<file path="src/rtl/sync_fifo_pkg.sv">
// sync_fifo_pkg: shared defaults and helpers for the sync_fifo_flags FIFO.
//   - default width/depth localparams
//   - ptr_w(): address width for a given depth
//   - fifo_flags_t / FLAGS_RST: status flag bundle and its value at count==0
package sync_fifo_pkg;

  localparam int DEF_DATA_WIDTH = 8;
  localparam int DEF_DEPTH      = 16;

  // Address bits needed to index DEPTH entries (at least 1).
  function automatic int ptr_w(input int depth);
    return (depth <= 2) ? 1 : $clog2(depth);
  endfunction

  typedef struct packed {
    logic full;
    logic empty;
    logic almost_full;
    logic almost_empty;
  } fifo_flags_t;

  // Flags for an empty FIFO; this is what reset produces since count==0.
  localparam fifo_flags_t FLAGS_RST = '{full: 1'b0, empty: 1'b1,
                                        almost_full: 1'b0, almost_empty: 1'b1};

endpackage

</file>
<file path="src/rtl/fifo_ram.sv">
// fifo_ram: simple dual-port storage, DATA_WIDTH x DEPTH, no reset.
//   clk    : clock
//   we     : write enable, writes wdata to mem[waddr]
//   re     : read enable, registers mem[raddr] onto rdata (1-cycle latency)
//   rdata  : registered read data, holds when re is low
// A read and write to the same address in one cycle returns the old word.
module fifo_ram #(
  parameter int DATA_WIDTH = 8,
  parameter int DEPTH      = 16,
  parameter int AW         = 4
) (
  input  logic                  clk,
  input  logic                  we,
  input  logic [AW-1:0]         waddr,
  input  logic [DATA_WIDTH-1:0] wdata,
  input  logic                  re,
  input  logic [AW-1:0]         raddr,
  output logic [DATA_WIDTH-1:0] rdata
);

  logic [DATA_WIDTH-1:0] mem_q [DEPTH];
  logic [DATA_WIDTH-1:0] rdata_q;

  always_ff @(posedge clk) begin
    if (we) mem_q[waddr] <= wdata;
    if (re) rdata_q <= mem_q[raddr];
  end

  assign rdata = rdata_q;

endmodule

</file>
<file path="src/rtl/sync_fifo_flags.sv">
// sync_fifo_flags: single-clock FIFO with occupancy count, programmable
// almost-full/almost-empty thresholds and a read-valid strobe.
//   clk, rst_n   : clock, asynchronous active-low reset
//   w_en, w_data : write request and data
//   r_en         : read request
//   r_data       : registered read data (1-cycle latency), r_valid strobes
//   full/empty/almost_full/almost_empty/count : status from the pointers
// Optional macro SYNC_FIFO_ERR_FLAGS_EN adds sticky overflow/underflow
// outputs, set by ignored writes/reads and cleared only by reset.
module sync_fifo_flags
  import sync_fifo_pkg::*;
#(
  parameter int DATA_WIDTH = DEF_DATA_WIDTH,
  parameter int DEPTH      = DEF_DEPTH,
  parameter int PTR_WIDTH  = ptr_w(DEPTH),
  parameter int AF_THRESH  = DEPTH - 2,
  parameter int AE_THRESH  = 2
) (
  input  logic                  clk,
  input  logic                  rst_n,
  input  logic                  w_en,
  input  logic [DATA_WIDTH-1:0] w_data,
  input  logic                  r_en,
  output logic [DATA_WIDTH-1:0] r_data,
  output logic                  r_valid,
  output logic                  full,
  output logic                  empty,
  output logic                  almost_full,
  output logic                  almost_empty,
  output logic [PTR_WIDTH:0]    count
`ifdef SYNC_FIFO_ERR_FLAGS_EN
  ,
  output logic                  overflow,
  output logic                  underflow
`endif
);

  localparam logic [PTR_WIDTH:0] DEPTH_C = (PTR_WIDTH+1)'(DEPTH);
  localparam logic [PTR_WIDTH:0] AF_C    = (PTR_WIDTH+1)'(AF_THRESH);
  localparam logic [PTR_WIDTH:0] AE_C    = (PTR_WIDTH+1)'(AE_THRESH);

  logic [PTR_WIDTH:0]    w_ptr_q, w_ptr_d;
  logic [PTR_WIDTH:0]    r_ptr_q, r_ptr_d;
  logic                  r_valid_q, r_valid_d;
  // The RAM read register has no reset; this masks it to 0 until the
  // first read after reset so r_data reads 0 out of reset.
  logic                  rd_seen_q, rd_seen_d;
  logic [PTR_WIDTH:0]    cnt;
  fifo_flags_t           flags;
  logic                  wr_ok, rd_ok;
  logic [DATA_WIDTH-1:0] ram_rdata;

  // Wrap bit in the MSB makes the modular difference the true occupancy.
  assign cnt = w_ptr_q - r_ptr_q;

  always_comb begin
    flags              = FLAGS_RST;
    flags.full         = (cnt == DEPTH_C);
    flags.empty        = (cnt == '0);
    flags.almost_full  = (cnt >= AF_C);
    flags.almost_empty = (cnt <= AE_C);
  end

  // A read frees a slot in the same cycle, so a write at full is taken
  // when paired with a read; at empty the read is refused (no bypass).
  assign rd_ok = r_en && !flags.empty;
  assign wr_ok = w_en && (!flags.full || rd_ok);

  always_comb begin
    w_ptr_d   = w_ptr_q;
    r_ptr_d   = r_ptr_q;
    r_valid_d = rd_ok;
    rd_seen_d = rd_seen_q | rd_ok;
    if (wr_ok) w_ptr_d = w_ptr_q + 1'b1;
    if (rd_ok) r_ptr_d = r_ptr_q + 1'b1;
  end

  always_ff @(posedge clk or negedge rst_n) begin
    if (!rst_n) begin
      w_ptr_q   <= '0;
      r_ptr_q   <= '0;
      r_valid_q <= 1'b0;
      rd_seen_q <= 1'b0;
    end else begin
      w_ptr_q   <= w_ptr_d;
      r_ptr_q   <= r_ptr_d;
      r_valid_q <= r_valid_d;
      rd_seen_q <= rd_seen_d;
    end
  end

  fifo_ram #(
    .DATA_WIDTH (DATA_WIDTH),
    .DEPTH      (DEPTH),
    .AW         (PTR_WIDTH)
  ) u_ram (
    .clk   (clk),
    .we    (wr_ok),
    .waddr (w_ptr_q[PTR_WIDTH-1:0]),
    .wdata (w_data),
    .re    (rd_ok),
    .raddr (r_ptr_q[PTR_WIDTH-1:0]),
    .rdata (ram_rdata)
  );

  assign r_data       = rd_seen_q ? ram_rdata : '0;
  assign r_valid      = r_valid_q;
  assign count        = cnt;
  assign full         = flags.full;
  assign empty        = flags.empty;
  assign almost_full  = flags.almost_full;
  assign almost_empty = flags.almost_empty;

`ifdef SYNC_FIFO_ERR_FLAGS_EN
  logic ovf_q, ovf_d;
  logic udf_q, udf_d;

  always_comb begin
    ovf_d = ovf_q | (w_en && flags.full && !rd_ok);
    udf_d = udf_q | (r_en && flags.empty);
  end

  always_ff @(posedge clk or negedge rst_n) begin
    if (!rst_n) begin
      ovf_q <= 1'b0;
      udf_q <= 1'b0;
    end else begin
      ovf_q <= ovf_d;
      udf_q <= udf_d;
    end
  end

  assign overflow  = ovf_q;
  assign underflow = udf_q;
`endif

endmodule

</file>
<file path="config.mk">
export PLATFORM = sky130hd
export DESIGN_NAME = sync_fifo_flags
export DESIGN_NICKNAME = d
export VERILOG_FILES = /design/src/rtl/sync_fifo_pkg.sv /design/src/rtl/fifo_ram.sv /design/src/rtl/sync_fifo_flags.sv
export SDC_FILE = /design/constraint.sdc
export NUM_CORES = 1
export LEC_CHECK = 0
export ABC_AREA = 1
export BUFFER_PORTS_ARGS = -buffer_cell sky130_fd_sc_hd__buf_2
export CELL_PAD_IN_SITES_DETAIL_PLACEMENT = 1
export CELL_PAD_IN_SITES_GLOBAL_PLACEMENT = 2
export CORE_MARGIN = 4
export CORE_UTILIZATION = 45
export CTS_CLUSTER_SIZE = 14
export DETAILED_ROUTE_END_ITERATION = 16
export PLACE_DENSITY = 0.86
export SETUP_SLACK_MARGIN = 0.1
export SYNTH_ARGS = -nofsm -noshare
export SYNTH_HDL_FRONTEND = slang
export SYNTH_SLANG_ARGS = --single-unit
</file>
<file path="constraint.sdc">
create_clock -name clk -period 7.1 [get_ports clk]
set_clock_uncertainty 0.2 [all_clocks]
set_input_delay 0.355 -clock clk [delete_from_list [all_inputs] [get_ports clk]]
set_output_delay 0.355 -clock clk [all_outputs]
set_load 0.005 [all_outputs]
</file>
==> impl_metrics.yaml <==
timing:
  worst_slew_pin_slew_ns: 0.657
  finalHoldViolCount: 0
  timing.fmax_mhz: 266
  slew_violations: 0
  relSlewSlack: 0.560
  setup_slack_ns: 3.34
  rsz0062_at_grt: "no"
  finalCriticalPeriod_ns: 3.76
  setup_tns_ns: 0
  timing.final.crit_share: 0.529
  setup_violations: 0
critical_path:
  crit_arrival_ns: 3.61
  cp.required_ns: 6.96
  path_cells: "buf_4 -> inv_1 -> ha_1 -> a21oi_1 -> nand2_1 -> nand2_1 -> nand2_1 -> nand4_4 -> nand2_2 -> nor2_1"
  reg2reg_slack_ns: 3.34
  ff2ff_path_depth: 10
  critPathSlowestCell: "nor2_1"
  critPathKind: "reg2reg"
  r2r_start: "r_ptr_q[1]"
  crit_path_frequent_cell: "nand2_1"
  timing.rr.end: "u_ram.mem_q[14][1]"
  cp_max_fo: 47
  critical_path.max_stage_delay_ns: 0.65
  cp-end-kind: "flop"
  start_kind: "flop"
detailed_routing:
  vias: 4181
  drt-initial-drc-count: 517
  detail-route-antenna-nets: 0
  wl_microns: 17200
  dr.pass1.iters: 5
  avgRoutedWirePerCell_microns: 23.2
  via_per_inst: 5.64
  drc: 0
power_and_ir_drop:
  power_density_nw_per_um2: 452
  leakagePower_uw: 0.00258
  peakVddDrop_v: 0.000230
synth:
  syn_inst: 528
  synth_area_per_cell_sq_um: 11.8
  synth.cell_area_sq_um: 6250
  yosysSeqAreaShare: 0.701
  yosysTopAreaCellShare: 0.653
  yosys.area.top_type: "edfxtp_1"
  syn-num-nets: 550
  synth_seq_cells: 148
  synth_area_leaders: "edfxtp_1 (65%), nor2_1 (5.6%), o21ai_0 (5.4%)"
  synth_cell_types: 28
  yosys_warnings: 0
final_layout:
  area_growth_pct: 13.6
  drive_gt1_frac: 0.124
  n_antenna_cell: 0
  final_cells: 741
  register_area_sq_um: 4390
  multiInputGateArea_sq_um: 1630
  layout.nets: 574
  n_fill_cell: 1418
floorplanning:
  num_io_pins: 30
  start_util: 0.467
  die_area_sq_um: 15800
  die_h_microns: 126
  coreArea_sq_um: 13400
  rows: 42
  die_w_microns: 126
hold_path:
  whs_endpoint: "r_ptr_q[0]"
  min_from: "r_en"
  worstHoldPathType: "in2reg"
  hold_depth: 3
cts:
  numClockSinks: 148
  htreeDepth: 4
  cts.path.max_buffers: 2
  path_clk_slew_ns: 0.06
  cts_setup_buffers: 0
  cts_tree: "done"
  clock_latency_ns: 0.43
  cts_buffers: 17
  cts_root_buf: "clkbuf_16"
global_route:
  antenna_found_initial: 0
  grt_max_degree: 70
  grt_pass1_wl_microns: 26800
  grt_usage: 0.228
  overflow: 0
  grt_pass1_vias: 4431
placed_design:
  place_ws_ns: 3.33
  port_buffers: 29
  hpwl_microns: 11300
  dp_cells: 708
  globalplace.congestion: 0.933
flow_run:
  cap_violations: 0
run_status:
  outcome: "finished clean"
[cell families after synthesis]
logic type	count (synthesis)	share of synthesized area
AO/OA/AOI/OAI	102	0.0929
XOR/XNOR	9	0.0126
adder cells (fa/ha/maj)	10	0.0212
buffers and inverters	57	0.0376
flip-flops	148	0.701
AND/OR/NAND/NOR	202	0.134
[worst max-delay path by stage]
stage / startpoint / endpoint
floorplan: w_ptr_q[0] / u_ram.mem_q[14][0]
global placement: r_ptr_q[1] / u_ram.mem_q[11][1]
detailed placement: r_ptr_q[1] / u_ram.mem_q[14][6]
CTS: r_ptr_q[1] / u_ram.mem_q[14][0]
global route: r_ptr_q[1] / u_ram.mem_q[12][4]
finish: r_ptr_q[1] / u_ram.mem_q[14][1]
[cells in the mapped netlist (all sizes together)]
cell type,number
edfxtp,136
nor2,95
nand2,73
o21ai,67
nand3,30
inv,28
clkbuf,19
o22ai,16
dfrtp,12
o211ai,10
buf,9
ha,9
o221ai,6
xor2,5
xnor2,4
a21oi,2
clkinv,1
fa,1
nand3b,1
nand4,1
nor3,1
nor4,1
o31ai,1
[area by class of cell]
class	instances	area share
clock buffer	17	0.0599
multi-input combinational	323	0.230
clock inverter	15	0.0217
timing repair buffer	33	0.0250
tap	176	0.0310
sequential	148	0.617
inverter	29	0.0153
[through the flow]
stage           util  total power (uW)  hold slack, ns  area (sq um)
2_1_floorplan      -              1930          -0.141          6250
3_3_place_gp   0.486              2290          0.0654          6520
3_5_place_dp   0.486              2340          0.0678          6520
4_1_cts        0.530              3220          0.0307          7100
5_1_grt        0.530              3410          0.0538          7100
6_report       0.530              3210          0.0436          7100
[registers in the layout, summed over array words and instances (netlist names)]
register / cells
u_ram.mem_q: 128
u_ram.rdata: 8
r_ptr_q: 5
w_ptr_q: 5
r_valid: 1
rd_seen_q: 1
[cell usage in the layout, fill, tap and decap left out, types with 2 or more instances in the layout]
cell type	synthesis	layout
nand3_1	29	29
buf_2	5	29
bufinv_16	0	2
inv_1	28	28
xor2_1	5	5
o221ai_1	6	6
nand2_1	70	70
dfrtp_1	12	11
a21oi_1	2	2
xnor2_1	4	4
ha_1	9	9
nand2_2	3	3
inv_6	0	4
o21ai_0	67	67
buf_4	0	3
clkinv_2	0	3
o211ai_1	10	10
clkinv_1	1	2
clkinvlp_4	0	3
clkbuf_16	0	17
edfxtp_1	136	136
nor2_1	94	94
clkinv_4	0	2
o22ai_1	16	16
[where the power goes]
group / total (uW) / switching [uW] / internal [uW] / leakage (uW)
clock network: 870 / 352 / 518 / 0.000278
registers: 1160 / 69.2 / 1090 / 0.00138
logic: 1170 / 813 / 362 / 0.000924
total: 3210 / 1230 / 1970 / 0.00258
[worst max-delay path, delay by kind of cell, from the launching register on]
kind	cells	cell delay, ns
and+or+nand+nor	6	1.47
adders and majority gates	1	0.34
AOI/OAI and AO/OA	1	0.20
DFF	1	0.33
buffers and inverters	2	0.80
[what timing repair did]
| action | 4_1_cts | 5_1_grt |
|---|---|---|
| hold endpoints to repair | 12 | 0 |
| gates resized for setup | 0 | 0 |
| hold buffers | 1 | 0 |
[layer usage]
| layer | vias up | track usage | wire length, microns |
|---|---|---|---|
| li1 | 1918 | - | - |
| met1 | 2072 | 0.301 | 7430 |
| met2 | 162 | 0.374 | 8390 |
| met3 | 29 | 0.0470 | 1000 |
| met4 | 0 | 0.0896 | 369 |
| met5 | - | 0 | 0 |
Note: power is estimated with default switching activity, not from simulation.
